## src/rtl/serdes_delay_line.sv

```systemverilog
// Selectable-tap skew line on the serial bit stream.
// Tap 0 is one bitclk of delay; sel changes apply on the next bitclk.
module serdes_delay_line #(
  parameter int MAX_DELAY_CYC = 16,
  localparam int SW = $clog2(MAX_DELAY_CYC)
) (
  input  logic          bitclk,
  input  logic          rx_reset_n,
  input  logic          din,
  input  logic [SW-1:0] sel,
  output logic          dout
);

  logic [MAX_DELAY_CYC-1:0] taps;

  always_ff @(posedge bitclk or negedge rx_reset_n) begin
    if (!rx_reset_n) begin
      taps <= '0;
    end else begin
      taps <= {taps[MAX_DELAY_CYC-2:0], din};
    end
  end

  assign dout = taps[sel];

endmodule

```

## config.mk

```make
export PLATFORM = sky130hd
export DESIGN_NAME = serdes_delay_line
export DESIGN_NICKNAME = d
export VERILOG_FILES = /design/src/rtl/serdes_delay_line.sv
export SDC_FILE = /design/constraint.sdc
export NUM_CORES = 1
export LEC_CHECK = 0
export ABC_AREA = 1
export CORE_MARGIN = 4
export CORE_UTILIZATION = 25
export CTS_BUF_LIST = sky130_fd_sc_hd__clkbuf_16
export DETAILED_ROUTE_END_ITERATION = 7
export PLACE_DENSITY = 0.39
export RECOVER_POWER = 100
export SYNTH_ARGS = -nofsm -noshare
export SYNTH_HDL_FRONTEND = slang
export SYNTH_SLANG_ARGS = --single-unit
export TNS_END_PERCENT = 20
```

## constraint.sdc

```tcl
create_clock -name bitclk -period 0.96 [get_ports bitclk]
set_input_delay 0.144 -clock bitclk [delete_from_list [all_inputs] [get_ports bitclk]]
set_output_delay 0.144 -clock bitclk [all_outputs]
set_load 0.01 [all_outputs]
```

==> reports/results.tsv, run 1 <==
stage	metric	value	unit
yosys	syn_area	628	sq um
floorplanning	die_x	58.1	um
critical_path	worstPathCellList	inv_2 -> nand2_2 -> nand3_2 -> nand3_2 -> nand3_2 -> nand2_1 -> buf_2	
critical_path	crit_top_cell	nand3_2	
sta	rsz0062_at_grt	yes	
global_routing	grt_max_degree	17	
yosys	netlist.area_leader.share	0.637	
global_routing	globalRouteMet3Util	0.0535	
final_layout	largest-register	taps	
routing	drt_iter0_drc	4	
critical_path	crit_path_end_kind	primary output	
critical_path	crit_start	taps[6]$_DFF_PN0_	
critical_path	cp_slowest_stage_delay	0.38	ns
clocking	cts_tree	built	
critical_path	critPathBufInv	2	
critical_path	worstSetupStartpointType	register	
floorplanning	start_util	0.273	
sta	hold_viol	0	
critical_path	crit_family	flip-flops	
sta	timing.final.crit_share	1.32	
critical_path	worstSetupPathType	register to primary output	
power	power_density	1830	nW/um^2
power	p_leak	0.497	nW
critical_path	required	0.82	ns
sta	finalSetupViolations	1	
routing	drt-total-wl	1.18	mm
yosys	yosysWarnings	0	
placed_design	gp_congestion	0.684	
clocking	htreeDepth	1	
final_layout	diodes	0	
final_layout	n_fill_cell	234	
routing	antenna_left	0	
global_routing	grt_pass1_vias	479	
floorplanning	die_y	58.1	um
yosys	postSynthCellCount	66	
run	cap_violations	0	
power	peakVddDrop	1140	uV
sta	slew_viol_final	0	
yosys	synthFlopType	dfrtp_1	
global_routing	overflow	0	
run_status	outcome	complete, but fails checks	
sta	whs	0.355	ns
yosys	ys_ff_latch	16	
sta	worst-slew-pin-transition	0.393	ns
final_layout	fin_nets	94	
global_routing	met2_usage	0.126	
floorplanning	core-area	2300	sq um
critical_path	r2r-start	taps[7]$_DFF_PN0_	
hold_path	hold_class	input port to async pin	
sta	max_slew_margin	0.738	
yosys	syn-num-nets	73	
clocking	clock_latency	0.25	ns
final_layout	syn_to_final_growth	50.2	%
final_layout	drive_gt1_frac	0.360	
clocking	clkTransAtPathRegs	0.05	ns
final_layout	largest_reg_flops	16	
yosys	post_synth.cell_area_avg	9.52	sq um
placed_design	port_buffers	7	
yosys	yosysMostFrequentCell	nand2_1	
global_routing	grt_use_total	0.0877	
placed_design	dp_hpwl	808	um
run_status	violations	setup timing	
yosys	synth_common_cells	17 x nand2_1, 16 x dfrtp_1, 13 x inv_1	
sta	fin_crit	1.27	ns
final_layout	fin_cells	114	
routing	drc	0	
floorplanning	die-area	3380	sq um
final_layout	multi_input_area	186	sq um
critical_path	r2r_setup_slack	0.22	ns
yosys	ys_async_sr_fraction	1.00	
clocking	clock-root-buffer	clkbuf_16	
global_routing	top_usage_layer	met2	
clocking	cts_buffers	3	
clocking	clkSinkCount	16	
critical_path	worst_path_max_delay_cell	dfrtp_1	
global_routing	grt_pass1_wl	2.17	mm
yosys	synth_edf_count	0	
floorplanning	boundaryPins	8	
global_routing	use_met1	0.108	
global_routing	antenna_found_initial	0	
final_layout	top_regs	taps (16)	
yosys	synth_area_leaders	dfrtp_1 64%, nand2_1 10%, nand3_1 9.6%	
routing	first_pass_iters	4	
yosys	yosys.area.top_type	dfrtp_1	
final_layout	area.sequential	400	sq um
critical_path	cp_max_fo	2	
routing	dr_total_vias	461	
floorplanning	row_count	17	
placed_design	dpl.cell_count	107	
critical_path	crit_arrival	1.12	ns
routing	via_per_inst	4.04	
clocking	cts_buffer_depth	2	
routing	wl_per_cell	10.4	um
sta	skew	0.00133	ns
sta	fmax	789	MHz
yosys	synth-seq-area-share	0.637	
clocking	cts_hold_buffers	0	
sta	finalWorstSetupSlack	-0.307	ns
yosys	ys_types	8	
==> power breakdown <==
| group | switching, mW | total, mW | internal [mW] | leakage, nW |
|---|---|---|---|---|
| Sequential | 0.0177 | 0.728 | 0.710 | 0.186 |
| Clock | 0.261 | 0.814 | 0.553 | 0.0385 |
| Combinational | 0.0885 | 0.187 | 0.0981 | 0.272 |
==> final cells by class <==
cell class,count,area share
clock buffers,3,0.0796
clock inverters,1,0.00398
inverters,16,0.0716
multi-input cells,33,0.198
flip-flops and latches,16,0.424
well taps,28,0.0371
repair buffers,17,0.186
==> cells by family (layout without fill, tap and decap cells) <==
logic type    after synthesis  in the layout  synth area share
buf+inv                    17             37             0.126
flops                      16             16             0.637
simple gates               33             33             0.237
==> worst paths after layout <==
check,to,depth (start not counted)
max,dout,7
min,taps[15]$_DFF_PN0_,2
max reg2reg,taps[8]$_DFF_PN0_,2
min reg2reg,taps[2]$_DFF_PN0_,0
max in group asynchronous,taps[1]$_DFF_PN0_,2
min in group bitclk,taps[2]$_DFF_PN0_,0
==> per-layer routing <==
layer	part of all wire	vias to the layer above
li1	-	232
met1	0.47	215
met2	0.44	9
met3	0.066	5
met4	0.019	0
met5	0	-
==> stage by stage <==
stage | power, mW | setup TNS (ns) | instance area, sq um | utilization | worst slack (ns)
after CTS | 1.75 | -0.311 | 936 | 0.407 | -0.311
after floorplan | 0.808 | 0 | 628 | - | 0.0905
after global placement | 0.907 | -0.883 | 800 | 0.348 | -0.883
after global routing | 1.81 | -0.374 | 943 | 0.411 | -0.374
final | 1.73 | -0.307 | 943 | 0.411 | -0.307
after detailed placement | 0.908 | -0.899 | 800 | 0.348 | -0.899
==> cell usage in the layout, fill, tap and decap left out, drive strengths merged <==
master,instances
nand2,21
dfrtp,16
inv,16
nand3,12
clkbuf,8
buf,5
dlygate4sd3,2
clkdlybuf4s50,2
clkinv,1
bufbuf,1
clkdlybuf4s15,1
dlygate4sd2,1
==> what timing repair did <==
action	CTS	global route
buffers inserted	2	0
endpoints found under the setup margin	1	1
gates cloned	1	0
gates resized for setup	11	6
pin swaps	3	3
No activity file was read; power rests on OpenSTA's default activity.
==> run 2, diff against run 1 <==
- CORE_AREA: not set -> 4 4 41 43
- CORE_MARGIN: 4 -> not set
- CORE_UTILIZATION: 25 -> not set
- DIE_AREA: not set -> 0 0 45 47
- PLACE_DENSITY: 0.39 -> 0.67
==> reports/results.tsv, run 2 (synthesis gave the netlist of run 1 again) <==
stage	metric	value	unit	change
clocking	clock-root-buffer	clkbuf_16		
run_status	violations	setup timing		
final_layout	syn_to_final_growth	43.4	%	
routing	first_pass_iters	4		unchanged
floorplanning	start_util	0.483		+0.209
floorplanning	core-area	1300	sq um	-43%
global_routing	antenna_found_initial	0		unchanged
routing	drt-total-wl	1.47	mm	+24%
final_layout	largest_reg_flops	16		unchanged
floorplanning	die_x	45	um	-23%
critical_path	crit_arrival	1.19	ns	+0.07 ns
clocking	cts_buffer_depth	2		unchanged
critical_path	r2r_end	taps[5]$_DFF_PN0_		
final_layout	fin_nets	97		+3.2%
critical_path	worst_path_max_delay_cell	dfrtp_1		
placed_design	dp_hpwl	755	um	-6.5%
placed_design	placed_cell_area	778	sq um	-2.7%
final_layout	drive_gt1_frac	0.348		-0.0122
final_layout	stdcell_area	901	sq um	-4.5%
clocking	clkSinkCount	16		unchanged
clocking	cts_hold_buffers	0		unchanged
floorplanning	die_y	47	um	-19%
critical_path	r2r_setup_slack	0.20	ns	-0.02 ns
final_layout	top_regs	taps (16)		
critical_path	required	0.82	ns	about the same
sta	finalSetupViolations	1		unchanged
critical_path	cp_max_fo	2		unchanged
critical_path	worstPathCellList	inv_1 -> nand2_1 -> nand3_1 -> nand3_1 -> nand3_2 -> nand2_1 -> buf_2		
floorplanning	die-area	2120	sq um	-37%
routing	via_per_inst	5.10		+26%
floorplanning	row_count	13		-4
critical_path	cp_slowest_stage_delay	0.39	ns	about the same
critical_path	crit_family	flip-flops		
sta	fin_crit	1.33	ns	+0.0642 ns
hold_path	hold_class	input port to async pin		
critical_path	worstSetupStartpointType	register		
critical_path	critPathBufInv	2		unchanged
placed_design	dpl.cell_count	95		-11%
sta	skew	0.00589	ns	+0.00455 ns
sta	rsz0062_at_grt	yes		
final_layout	largest-register	taps		
critical_path	crit_start	taps[1]$_DFF_PN0_		
clocking	cts_buffers	3		unchanged
final_layout	diodes	0		unchanged
sta	setup_tns	-0.371	ns	-0.0642 ns
run_status	outcome	complete, but fails checks		
power	power_density	1910	nW/um^2	+4.4%
critical_path	worstSetupPathType	register to primary output		
global_routing	grt_max_degree	17		unchanged
clocking	htreeDepth	1		unchanged
clocking	clkTransAtPathRegs	0.05	ns	about the same
sta	timing.final.crit_share	1.39		+0.0669
routing	wl_per_cell	14.1	um	+36%
global_routing	grt_pass1_vias	502		+4.8%
sta	fmax	751	MHz	-4.8%
power	peakVddDrop	1840	uV	+61%
global_routing	grt_pass1_wl	2.24	mm	+3.5%
sta	finalWorstSetupSlack	-0.371	ns	-0.0642 ns
sta	slew_viol_final	0		unchanged
routing	antenna_left	0		unchanged
sta	worst-slew-pin-transition	0.396	ns	+0.00364 ns
clocking	cts_tree	built		
clocking	clock_latency	0.25	ns	about the same
placed_design	port_buffers	7		unchanged
floorplanning	boundaryPins	8		unchanged
power	p_leak	0.488	nW	-1.7%
critical_path	ff2ff_path_depth	2		unchanged
run	cap_violations	0		unchanged
routing	drc	0		unchanged
sta	hold_viol	0		unchanged
placed_design	gp_congestion	0.803		+17%
critical_path	r2r-start	taps[4]$_DFF_PN0_		
final_layout	final_cell_mix	16 x nand2_1, 16 x dfrtp_1, 12 x inv_1, 7 x nand3_1, 6 x clkbuf_4		
routing	dr_total_vias	530		+15%
critical_path	crit_path_end_kind	primary output		
global_routing	overflow	0		unchanged
global_routing	grt_use_total	0.160		+0.0724
routing	drt_iter0_drc	15		+11
sta	max_slew_margin	0.736		-0.00242
final_layout	fin_cells	104		-8.8%
run 2: layer usage:
metal | vias to the layer above | part of all wire | track usage
met4 | 0 | 0.014 | 0.0760
met1 | 258 | 0.40 | 0.197
li1 | 241 | - | -
met2 | 27 | 0.49 | 0.237
met3 | 4 | 0.10 | 0.0766
met5 | - | 0 | 0
run 2: how the worst max path moves through the flow:
| stage | end | cells after the start |
|---|---|---|
| after floorplan | dout | 6 |
| after global placement | dout | 9 |
| after detailed placement | dout | 9 |
| after CTS | dout | 7 |
| after global routing | dout | 7 |
| final | dout | 7 |
run 2: power by group:
part           switching [mW]  internal [mW]  leakage [nW]  total, mW
combinational          0.0967         0.0843         0.263      0.181
clock                   0.260          0.552        0.0385      0.812
sequential             0.0195          0.710         0.186      0.730
total                   0.376           1.35         0.488       1.72
run 2: through the flow:
stage | worst slack [ns] | hold slack [ns] | power (mW) | utilization
2_1_floorplan | 0.0905 | -0.152 | 0.808 | -
3_3_place_gp | -0.862 | 0.359 | 0.898 | 0.598
3_5_place_dp | -0.884 | 0.365 | 0.901 | 0.598
4_1_cts | -0.331 | 0.238 | 1.74 | 0.690
5_1_grt | -0.428 | 0.386 | 1.79 | 0.692
6_report | -0.371 | 0.357 | 1.72 | 0.692
run 2: area by class of cell:
type	instances	area, sq um
tap	15	18.8
fill	101	400
clock inverter	1	3.75
sequential	16	400
clock buffer	3	75.1
timing repair buffer	20	159
inverter	16	67.6
multi-input combinational	33	176
run 2: what timing repair did:
item | 4_1_cts | 5_1_grt
setup endpoints to repair | 1 | 1
setup buffers | 4 | 0
hold endpoints to repair | 0 | 0
gates cloned | 1 | 0
resized for setup | 9 | 5
pin swaps | 7 | 5
